File: src/rtl/muldiv_ctrl.sv
// rtl/muldiv_ctrl.sv - radix-2 iterative MULT/DIV sequencer holding HI/LO for mfhi/mflo
// Define SIGNED_MD_EN for two's-complement operands; unsigned otherwise.
module muldiv_ctrl #(
  parameter int WIDTH = 32,
  parameter int CNT_W = $clog2(WIDTH) + 1
) (
  input  logic             clk,
  input  logic             reset,
  input  logic             start,
  input  logic             op,
  input  logic [WIDTH-1:0] srca,
  input  logic [WIDTH-1:0] srcb,
  input  logic             flush,
  output logic             busy,
  output logic             done,
  output logic [WIDTH-1:0] hi,
  output logic [WIDTH-1:0] lo
);

  typedef enum logic [1:0] {IDLE, MUL, DIV, FIN} state_t;

  state_t             state, state_n;
  logic [CNT_W-1:0]   cnt, cnt_n;
  logic [2*WIDTH-1:0] acc, acc_n;
  logic [WIDTH-1:0]   opnd, opnd_n;
  logic [WIDTH-1:0]   hi_q, hi_n, lo_q, lo_n;
  logic [WIDTH-1:0]   a_mag, b_mag;
  logic [WIDTH:0]     mul_sum, div_trial, div_diff;
  logic [2*WIDTH-1:0] mul_next, div_next;
  logic [WIDTH-1:0]   mul_hi, mul_lo, div_rem, div_quo;
  logic               last;

  // MUL: acc = {partial, multiplier}; DIV: acc = {remainder, dividend/quotient}
  assign mul_sum   = {1'b0, acc[2*WIDTH-1:WIDTH]} + (acc[0] ? {1'b0, opnd} : '0);
  assign mul_next  = {mul_sum, acc[WIDTH-1:1]};
  assign div_trial = acc[2*WIDTH-1:WIDTH-1];
  assign div_diff  = div_trial - {1'b0, opnd};
  assign div_next  = div_diff[WIDTH] ? {acc[2*WIDTH-2:0], 1'b0}
                                     : {div_diff[WIDTH-1:0], acc[WIDTH-2:0], 1'b1};
  assign last      = (cnt == CNT_W'(WIDTH-1));

`ifdef SIGNED_MD_EN
  logic               neg_q, nrem_q;
  logic [2*WIDTH-1:0] prod_s;

  assign a_mag            = srca[WIDTH-1] ? -srca : srca;
  assign b_mag            = srcb[WIDTH-1] ? -srcb : srcb;
  assign prod_s           = neg_q ? -mul_next : mul_next;
  assign {mul_hi, mul_lo} = prod_s;
  assign div_quo          = neg_q  ? -div_next[WIDTH-1:0]       : div_next[WIDTH-1:0];
  assign div_rem          = nrem_q ? -div_next[2*WIDTH-1:WIDTH] : div_next[2*WIDTH-1:WIDTH];

  always_ff @(posedge clk or posedge reset) begin
    if (reset) begin
      neg_q  <= 1'b0;
      nrem_q <= 1'b0;
    end else if ((state == IDLE || state == FIN) && start && !flush) begin
      neg_q  <= srca[WIDTH-1] ^ srcb[WIDTH-1];
      nrem_q <= srca[WIDTH-1];
    end
  end
`else
  assign a_mag            = srca;
  assign b_mag            = srcb;
  assign {mul_hi, mul_lo} = mul_next;
  assign div_quo          = div_next[WIDTH-1:0];
  assign div_rem          = div_next[2*WIDTH-1:WIDTH];
`endif

  always_ff @(posedge clk or posedge reset) begin
    if (reset) begin
      state <= IDLE;
      cnt   <= '0;
      acc   <= '0;
      opnd  <= '0;
      hi_q  <= '0;
      lo_q  <= '0;
    end else begin
      state <= state_n;
      cnt   <= cnt_n;
      acc   <= acc_n;
      opnd  <= opnd_n;
      hi_q  <= hi_n;
      lo_q  <= lo_n;
    end
  end

  always_comb begin
    state_n = state;
    cnt_n   = cnt;
    acc_n   = acc;
    opnd_n  = opnd;
    hi_n    = hi_q;
    lo_n    = lo_q;
    unique case (state)
      IDLE, FIN: begin
        state_n = IDLE;
        if (start && !flush) begin
          cnt_n = '0;
          if (!op) begin
            state_n = MUL;
            acc_n   = {{WIDTH{1'b0}}, b_mag};
            opnd_n  = a_mag;
          end else if (srcb != '0) begin
            state_n = DIV;
            acc_n   = {{WIDTH{1'b0}}, a_mag};
            opnd_n  = b_mag;
          end else begin
            // divide-by-zero skips the iterations entirely
            state_n = FIN;
            hi_n    = srca;
            lo_n    = '1;
          end
        end
      end
      MUL: begin
        if (flush) begin
          state_n = IDLE;
        end else begin
          acc_n = mul_next;
          cnt_n = cnt + CNT_W'(1);
          if (last) begin
            state_n = FIN;
            hi_n    = mul_hi;
            lo_n    = mul_lo;
          end
        end
      end
      DIV: begin
        if (flush) begin
          state_n = IDLE;
        end else begin
          acc_n = div_next;
          cnt_n = cnt + CNT_W'(1);
          if (last) begin
            state_n = FIN;
            hi_n    = div_rem;
            lo_n    = div_quo;
          end
        end
      end
      default: state_n = IDLE;
    endcase
  end

  assign busy = (state == MUL) || (state == DIV);
  assign done = (state == FIN);
  assign hi   = hi_q;
  assign lo   = lo_q;

endmodule

File: config.mk
export PLATFORM = sky130hd
export DESIGN_NAME = muldiv_ctrl
export DESIGN_NICKNAME = d
export VERILOG_FILES = /design/src/rtl/muldiv_ctrl.sv
export SDC_FILE = /design/constraint.sdc
export NUM_CORES = 1
export LEC_CHECK = 0
export ABC_AREA = 1
export BUFFER_PORTS_ARGS = -buffer_cell sky130_fd_sc_hd__buf_2
export CORE_MARGIN = 1.5
export CORE_UTILIZATION = 61
export DETAILED_ROUTE_END_ITERATION = 6
export PLACE_DENSITY_LB_ADDON = 0.2
export SLEW_MARGIN = 20
export SYNTH_ARGS = -nofsm -noshare
export SYNTH_HDL_FRONTEND = slang
export SYNTH_SLANG_ARGS = --single-unit
File: constraint.sdc
create_clock -name clk -period 7.92 [get_ports clk]
set_input_delay 1.584 -clock clk [delete_from_list [all_inputs] [get_ports clk]]
set_output_delay 1.584 -clock clk [all_outputs]
set_load 0.03 [all_outputs]
After elaboration in Yosys (flattened, before gate mapping). Cells that the tools add are included.

Add/sub/neg operators: 3. Equality and inequality tests: 15. Mux-type cells: 35. Reduce and logical (&&, ||, !) cells: 11.

Operators with widths (number): 32-bit two-way mux (17); 64-bit two-way mux (6); 32-bit one-hot mux with 3 select lines (2); 64-bit one-hot mux with 3 select lines (1); 32-bit by 32-bit adder with 33-bit output (1); 33-bit by 32-bit subtractor with 33-bit output (1); 32-bit nonzero test (1); 2-bit != test, second input constant (8); 6-bit two-way mux (2); 6-bit one-hot mux with 2 select lines (1); 2-bit two-way mux (4); 7-bit AND reduction (1); 6-bit by 1-bit adder with 6-bit output, second input constant (1); 6-bit by 5-bit == test with 1-bit output, second input constant (1); 2-bit == test, second input constant (2); 2-bit one-hot mux with 2 select lines (1); 4-bit AND reduction (1); 2-bit OR reduction (2); 3-bit by 1-bit != test with 1-bit output, second input constant (1); 3-bit != test, second input constant (1); 3-bit AND reduction (1); 2-bit by 1-bit == test with 1-bit output, second input constant (1); 2-bit logical NOT (1); 2-bit by 1-bit != test with 1-bit output, second input constant (1); 5 further kinds (5).

Flip-flop bits (word level): 168. Input bits: 69. Output and inout port bits: 66.

Logic depth before layout (Yosys ltp). Gate-level depths: netlist (run 1).

Depth after elaboration: 5. Depth in mapped cells: 20.

Worst setup path before layout (run 1). No wires, ideal clock.

Path kind: input-to-reg. From: in srcb[15]. To: reg hi_q[21] (netlist: hi[21]). Data arrival time: 2871 ps. Data required time: 7798 ps. Path slack: 4928 ps. Stages: 10. Cell sequence: nor4_1 > nand4_1 > nor2_1 > nand2_1 > o21ai_0 > nand2_1 > buf_2 > clkbuf_1 > nor2_1 > a21oi_1.

Word-level cells in the longest chain between the ends: 3.

Ends and longest elaborated chain: start, declared (line 12) `input logic [WIDTH-1:0] srcb,`; 32-bit nonzero test (line 104) `end else if (srcb != '0) begin`; 2-bit != test (no source line); 7-bit AND reduction (no source line); end signal, assigned (line 83) `hi_q <= hi_n;`; end, declared (line 26) `logic [WIDTH-1:0] hi_q, hi_n, lo_q, lo_n;`.

Every way passes these cells. A chain may end at the register's enable or synchronous reset.

Worst setup path after layout (run 1).
From: in srcb[30]. To: reg hi_q[23] (netlist: hi[23]).

The elaborated chain is that of the path after synthesis.

==> results of run 1 <==
-- kinds of logic after synthesis --
group	synth area share [%]
AO/OA/AOI/OAI	11.9
buffers and inverters	11.3
flip-flops	30.3
adder cells (fa/ha/maj)	6.43
XOR/XNOR	1.01
AND/OR/NAND/NOR	39.0
-- final cells by class --
type                            count  area, um^2
Sequential cell                   168        4200
Tap cell                          280         350
Timing Repair Buffer              145         753
Multi-Input combinational cell   1674        8120
Fill cell                        2003        6810
Clock buffer                       17         425
Inverter                          306        1150
Clock inverter                     14         209
-- final timing paths --
check                      startpoint       to  slack (ns)  cells past startpoint
setup reg to reg              acc[31]  acc[60]        4.45                     18
hold reg to reg                 lo[1]    lo[1]        0.48                      2
max in group asynchronous       reset    hi[3]        5.14                      3
setup / recovery             srcb[30]   hi[23]        4.08                     10
min in group asynchronous       reset   lo[28]        1.33                      2
hold / removal                  lo[1]    lo[1]        0.48                      2
-- Yosys cell counts (all sizes together) (2+ instances only) --
| master | instances |
|---|---|
| dfrtp | 168 |
| a21oi | 102 |
| or2 | 44 |
| o21bai | 7 |
| fa | 2 |
| and2 | 2 |
| a21o | 4 |
| inv | 305 |
| o21a | 6 |
| nand3 | 172 |
| nand4 | 12 |
| o211ai | 32 |
| o21ai | 125 |
| nand3b | 12 |
| xnor2 | 7 |
| nand2 | 875 |
| clkbuf | 53 |
| nor3 | 16 |
| and3 | 2 |
| a21boi | 5 |
| ha | 68 |
| nor2 | 153 |
| buf | 35 |
| nor4 | 10 |
| a221o | 4 |
| xor2 | 9 |
-- per-stage QoR --
stage | cell area, um^2 | hold slack [ns] | worst slack, ns
global route | 15200 | 0.491 | 3.99
CTS | 15200 | 0.483 | 3.86
floorplan | 13900 | 0.471 | 1.79
detailed placement | 14600 | 0.459 | 3.45
global placement | 14600 | 0.459 | 3.49
finish | 15200 | 0.478 | 4.08
-- state kept, by name, summed over array words and instances (netlist names) --
name	count
acc	64
cnt	6
hi	32
lo	32
opnd	32
state	2
-- worst max-delay path, cell delays in order --
cell      delay, ns
buf_2          0.12
nor4_1         0.64
nand4_1        0.31
nor2_1         0.20
nand2_1        0.08
o21ai_0        0.23
nand2_2        0.09
clkinv_2       0.64
nor2_1         0.11
a21oi_1        0.14
-- report_power, final --
| part | switching, W | internal [W] | leakage [nW] |
|---|---|---|---|
| clock | 0.000373 | 0.000537 | 0.313 |
| combinational | 0.00251 | 0.00102 | 6.19 |
| sequential | 0.000250 | 0.00124 | 2.08 |
-- layer usage --
layer / GRT usage [%] / share of wire (%)
met3: 5.61 / 8.8
met5: 0 / 0
met1: 53.7 / 44
met2: 60.2 / 45
met4: 11.9 / 2.8
==> results.sh, run 1 <==
export IMPL_syn_num_nets=2375
export IMPL_viasPerCell=5.68
export IMPL_grt_use_total_pct=38.0
export IMPL_synth_area_per_cell_um2=6.20
export IMPL_status="finished, violations left"
export IMPL_crit_type="in2reg"
export IMPL_gp_congestion=1.01
export IMPL_yosysTopAreaCell="dfrtp_1"
export IMPL_worstMarginPinSlew_ns=0.933
export IMPL_yosys_warnings=0
export IMPL_drive_above_1_share_pct=10.9
export IMPL_finalSetupViolCount=0
export IMPL_rsz0062_at_grt="false"
export IMPL_dieArea_um2=23600
export IMPL_ys_types=47
export IMPL_synth_enable_flop_cells=0
export IMPL_place_inst=2573
export IMPL_die_w_um=154
export IMPL_drtIter0Drc=1473
export IMPL_clockBufferDepth=2
export IMPL_drv_slew=0
export IMPL_grt_ovfl_total=0
export IMPL_irDropWorstVdd_mv=0.606
export IMPL_cts_root_buffer="clkbuf_16"
export IMPL_synth_cell_area_um2=13900
export IMPL_cts_resized=0
export IMPL_synth_seq_cells=168
export IMPL_hold_path_class="reg2reg"
export IMPL_layout_min_cycle_time_ns=3.84
export IMPL_clkLatencyLatePin_ns=0.44
export IMPL_path_max_fanout=64
export IMPL_clk_pin_slew_ns=0.06
export IMPL_grt_pass1_wl_mm=71.2
export IMPL_slew_headroom_pct=37.8
export IMPL_nets=2451
export IMPL_syn2layout_area_growth_pct=9.78
export IMPL_num_rows=54
export IMPL_syn_inst=2236
export IMPL_cts_post_setup_buffers_inserted=0
export IMPL_diodes=0
export IMPL_grt_max_degree=129
export IMPL_grt_pass1_vias=13475
export IMPL_htreeDepth=4
export IMPL_cts_made_buffers=17
export IMPL_post_route_util_pct=69.1
export IMPL_synth_async_reset_ratio_pct=100
export IMPL_maxCapViolations=0
export IMPL_num_vias=14789
export IMPL_p_leak_nw=8.58
export IMPL_routed_wl_mm=44.4
export IMPL_die_y_um=154
export IMPL_fmax_ghz=0.261
export IMPL_num_io_pins=135
export IMPL_post_drt_wl_per_cell_um=17.0
export IMPL_synth_main_ff_cell="dfrtp_1"
export IMPL_ys_seq_area_share_pct=30.3
export IMPL_synth_area_leaders="dfrtp_1 (30%), nand2_1 (23%), inv_1 (8.1%)"
export IMPL_cp_arrival_ns=4.19
export IMPL_final_common_cell="nand2_1"
export IMPL_antenna_found_initial=0
export IMPL_drt_pass1_iter_count=7
export IMPL_ant_nets=0
export IMPL_dp_hpwl_mm=33.4
export IMPL_finalSetupTns_ns=0
export IMPL_core_area_um2=22000
export IMPL_fin_crit_sh_pct=48.4
export IMPL_end_kind="flop"
export IMPL_synth_top_cell_area_share_pct=30.3
export IMPL_cts_hold_buf=0
export IMPL_p_total_w=0.00592
export IMPL_failed_checks="DRC"
export IMPL_hold_violations=0
export IMPL_portBuffers=134
export IMPL_final_cells=2604
export IMPL_powerDensity_nw_per_um2=389
export IMPL_cts_sinks=168
export IMPL_finalClockSkew_ns=0.0202
export IMPL_route_detailed_drc=1
export IMPL_final_cell_mix="nand2_1 (863), inv_1 (298), nand3_1 (169)"
export IMPL_initial_utilization_pct=62.9
export IMPL_cts_tree="done"
export IMPL_worstPathRequired_ns=8.27
export IMPL_critPathLaunchType="input port"
(Power assumes the default switching activity.)
==> inputs of run 2 (changes only) <==
--- a/config.mk
+++ b/config.mk
@@ -8,7 +8,7 @@
 export ABC_AREA = 1
 export BUFFER_PORTS_ARGS = -buffer_cell sky130_fd_sc_hd__buf_2
 export CORE_MARGIN = 1.5
-export CORE_UTILIZATION = 61
+export CORE_UTILIZATION = 55
 export DETAILED_ROUTE_END_ITERATION = 6
 export PLACE_DENSITY_LB_ADDON = 0.2
 export SLEW_MARGIN = 20
==> constraint.sdc (replaced) <==
create_clock -name clk -period 3.3 [get_ports clk]
set_input_delay 0.66 -clock clk [delete_from_list [all_inputs] [get_ports clk]]
set_output_delay 0.66 -clock clk [all_outputs]
set_load 0.03 [all_outputs]
==> results.sh, run 2 (synthesis results as in run 1) <==
export IMPL_clkLatencyLatePin_ns=0.44
export IMPL_die_w_um=162
export IMPL_reg2regPathDepth=19
export IMPL_cts_made_buffers=17
export IMPL_critPathLaunchType="flop"
export IMPL_path_max_fanout=12
export IMPL_post_drt_wl_per_cell_um=17.8
export IMPL_fmax_ghz=0.315
export IMPL_grt_pass1_wl_mm=73.7
export IMPL_cts_sinks=168
export IMPL_cp_arrival_ns=3.52
export IMPL_regMostFlops="acc"
export IMPL_post_route_util_pct=62.8
export IMPL_htreeDepth=4
export IMPL_fin_area_um2=15400
export IMPL_fin_crit_sh_pct=96.3
export IMPL_drtIter0Drc=1442
export IMPL_powerDensity_nw_per_um2=939
export IMPL_placed_cell_area_um2=14800
export IMPL_rsz0062_at_grt="true"
export IMPL_final_cell_mix="nand2_1 (863), inv_1 (298), nand3_1 (169)"
export IMPL_final_common_cell="nand2_1"
export IMPL_antenna_found_initial=0
export IMPL_ant_nets=0
export IMPL_largest_register_ffs=64
export IMPL_cts_post_setup_buffers_inserted=0
export IMPL_drive_above_1_share_pct=11.5
export IMPL_diodes=0
export IMPL_irDropWorstVdd_mv=0.747
export IMPL_portBuffers=134
export IMPL_dieArea_um2=26200
export IMPL_num_io_pins=135
export IMPL_route_detailed_drc=0
export IMPL_cts_tree="done"
export IMPL_die_y_um=162
export IMPL_grt_max_degree=108
export IMPL_drv_slew=0
export IMPL_dp_hpwl_mm=37.2
export IMPL_hold_violations=0
export IMPL_status="complete, no violations"
export IMPL_p_leak_nw=8.64
export IMPL_end_kind="flop"
export IMPL_grt_pass1_vias=13427
export IMPL_drt_pass1_iter_count=5
export IMPL_viasPerCell=5.58
export IMPL_maxCapViolations=0
export IMPL_place_inst=2634
export IMPL_cts_root_buffer="clkbuf_16"
export IMPL_nets=2468
export IMPL_finalSetupViolCount=0
export IMPL_grt_use_total_pct=36.4
export IMPL_hold_path_class="in2async"
export IMPL_worstMarginPinSlew_ns=1.05
export IMPL_clk_pin_slew_ns=0.07
export IMPL_routed_wl_mm=47.4
export IMPL_gp_congestion=0.954
export IMPL_layout_min_cycle_time_ns=3.18
export IMPL_r2r_end="acc[62]"
export IMPL_r2r_start="acc[31]"
export IMPL_worstPathRequired_ns=3.65
export IMPL_r2r_setup_slack_ns=0.12
export IMPL_holdWs_ns=0.325
export IMPL_finalClockSkew_ns=0.0246
export IMPL_p_total_w=0.0145
export IMPL_crit_type="reg2reg"
export IMPL_final_cells=2665
export IMPL_num_vias=14865
export IMPL_syn2layout_area_growth_pct=11.1
export IMPL_grt_ovfl_total=0
export IMPL_num_rows=57
export IMPL_slew_headroom_pct=30.1
export IMPL_core_area_um2=24500
export IMPL_initial_utilization_pct=56.5
export IMPL_clockBufferDepth=2
==> run 2: cell types whose count changed in the layout (fill, tap and decap cells not counted) <==
cell	delta
inv_2	+1
clkinv_2	-2
clkinvlp_4	+6
buf_12	+5
clkinv_4	-1
buf_4	+12
inv_6	-2
clkbuf_1	+2
inv_8	-2
bufinv_16	-2
==> run 2: stage by stage <==
step                worst slack (ns)  TNS (ns)
floorplan                      0.499         0
global placement               0.296         0
detailed placement             0.233         0
CTS                            0.210         0
global route                -0.00200  -0.00200
finish                         0.122         0
==> run 2: cell type report <==
class,count,area (um^2)
Fill cell,2362,9140
Tap cell,324,405
Inverter,306,1150
Sequential cell,168,4200
Clock inverter,12,141
Clock buffer,19,433
Timing Repair Buffer,162,943
Multi-Input combinational cell,1674,8120
==> run 2: how the worst max path moves through the flow <==
stage / startpoint / endpoint / cells after the start
detailed placement: acc[31] / hi[26] / 19
global route: acc[31] / acc[44] / 19
floorplan: reset / acc[0] / 1
finish: acc[31] / acc[62] / 19
CTS: acc[31] / acc[58] / 19
global placement: srcb[30] / hi[30] / 10
==> run 2: metal layers <==
layer	vias up	GRT usage, %	share of wire (%)
met2	694	54.8	43
met1	6868	54.3	45
met3	74	5.03	8.9
li1	7229	-	-
met5	-	0	0
met4	0	10.9	2.6
==> run 2: power breakdown <==
part	switching, W	internal (W)	total [W]
Clock	0.000900	0.00112	0.00202
Sequential	0.000626	0.00297	0.00359
Combinational	0.00623	0.00261	0.00884
Total	0.00776	0.00670	0.0145
==> run 2: timing repair <==
item,CTS,global route
setup endpoints to repair,0,40
gates resized for setup,0,1
hold endpoints to repair,0,0
hold buffers,0,0
==> run 2: worst max-delay path, cell delays in order, from the launching register on <==
cell	delay [ns]
dfrtp_1	0.42
inv_1	0.11
ha_1	0.19
inv_1	0.10
fa_1	0.43
nand2_1	0.12
nand2_1	0.06
nand3b_1	0.11
nand2_2	0.11
nand2_2	0.08
nand2_2	0.07
nand2_4	0.11
nand2_4	0.06
nand2_1	0.12
nand3_2	0.38
nand2_1	0.17
nand2_1	0.06
nand2_1	0.05
nand2_1	0.12
o21ai_1	0.20
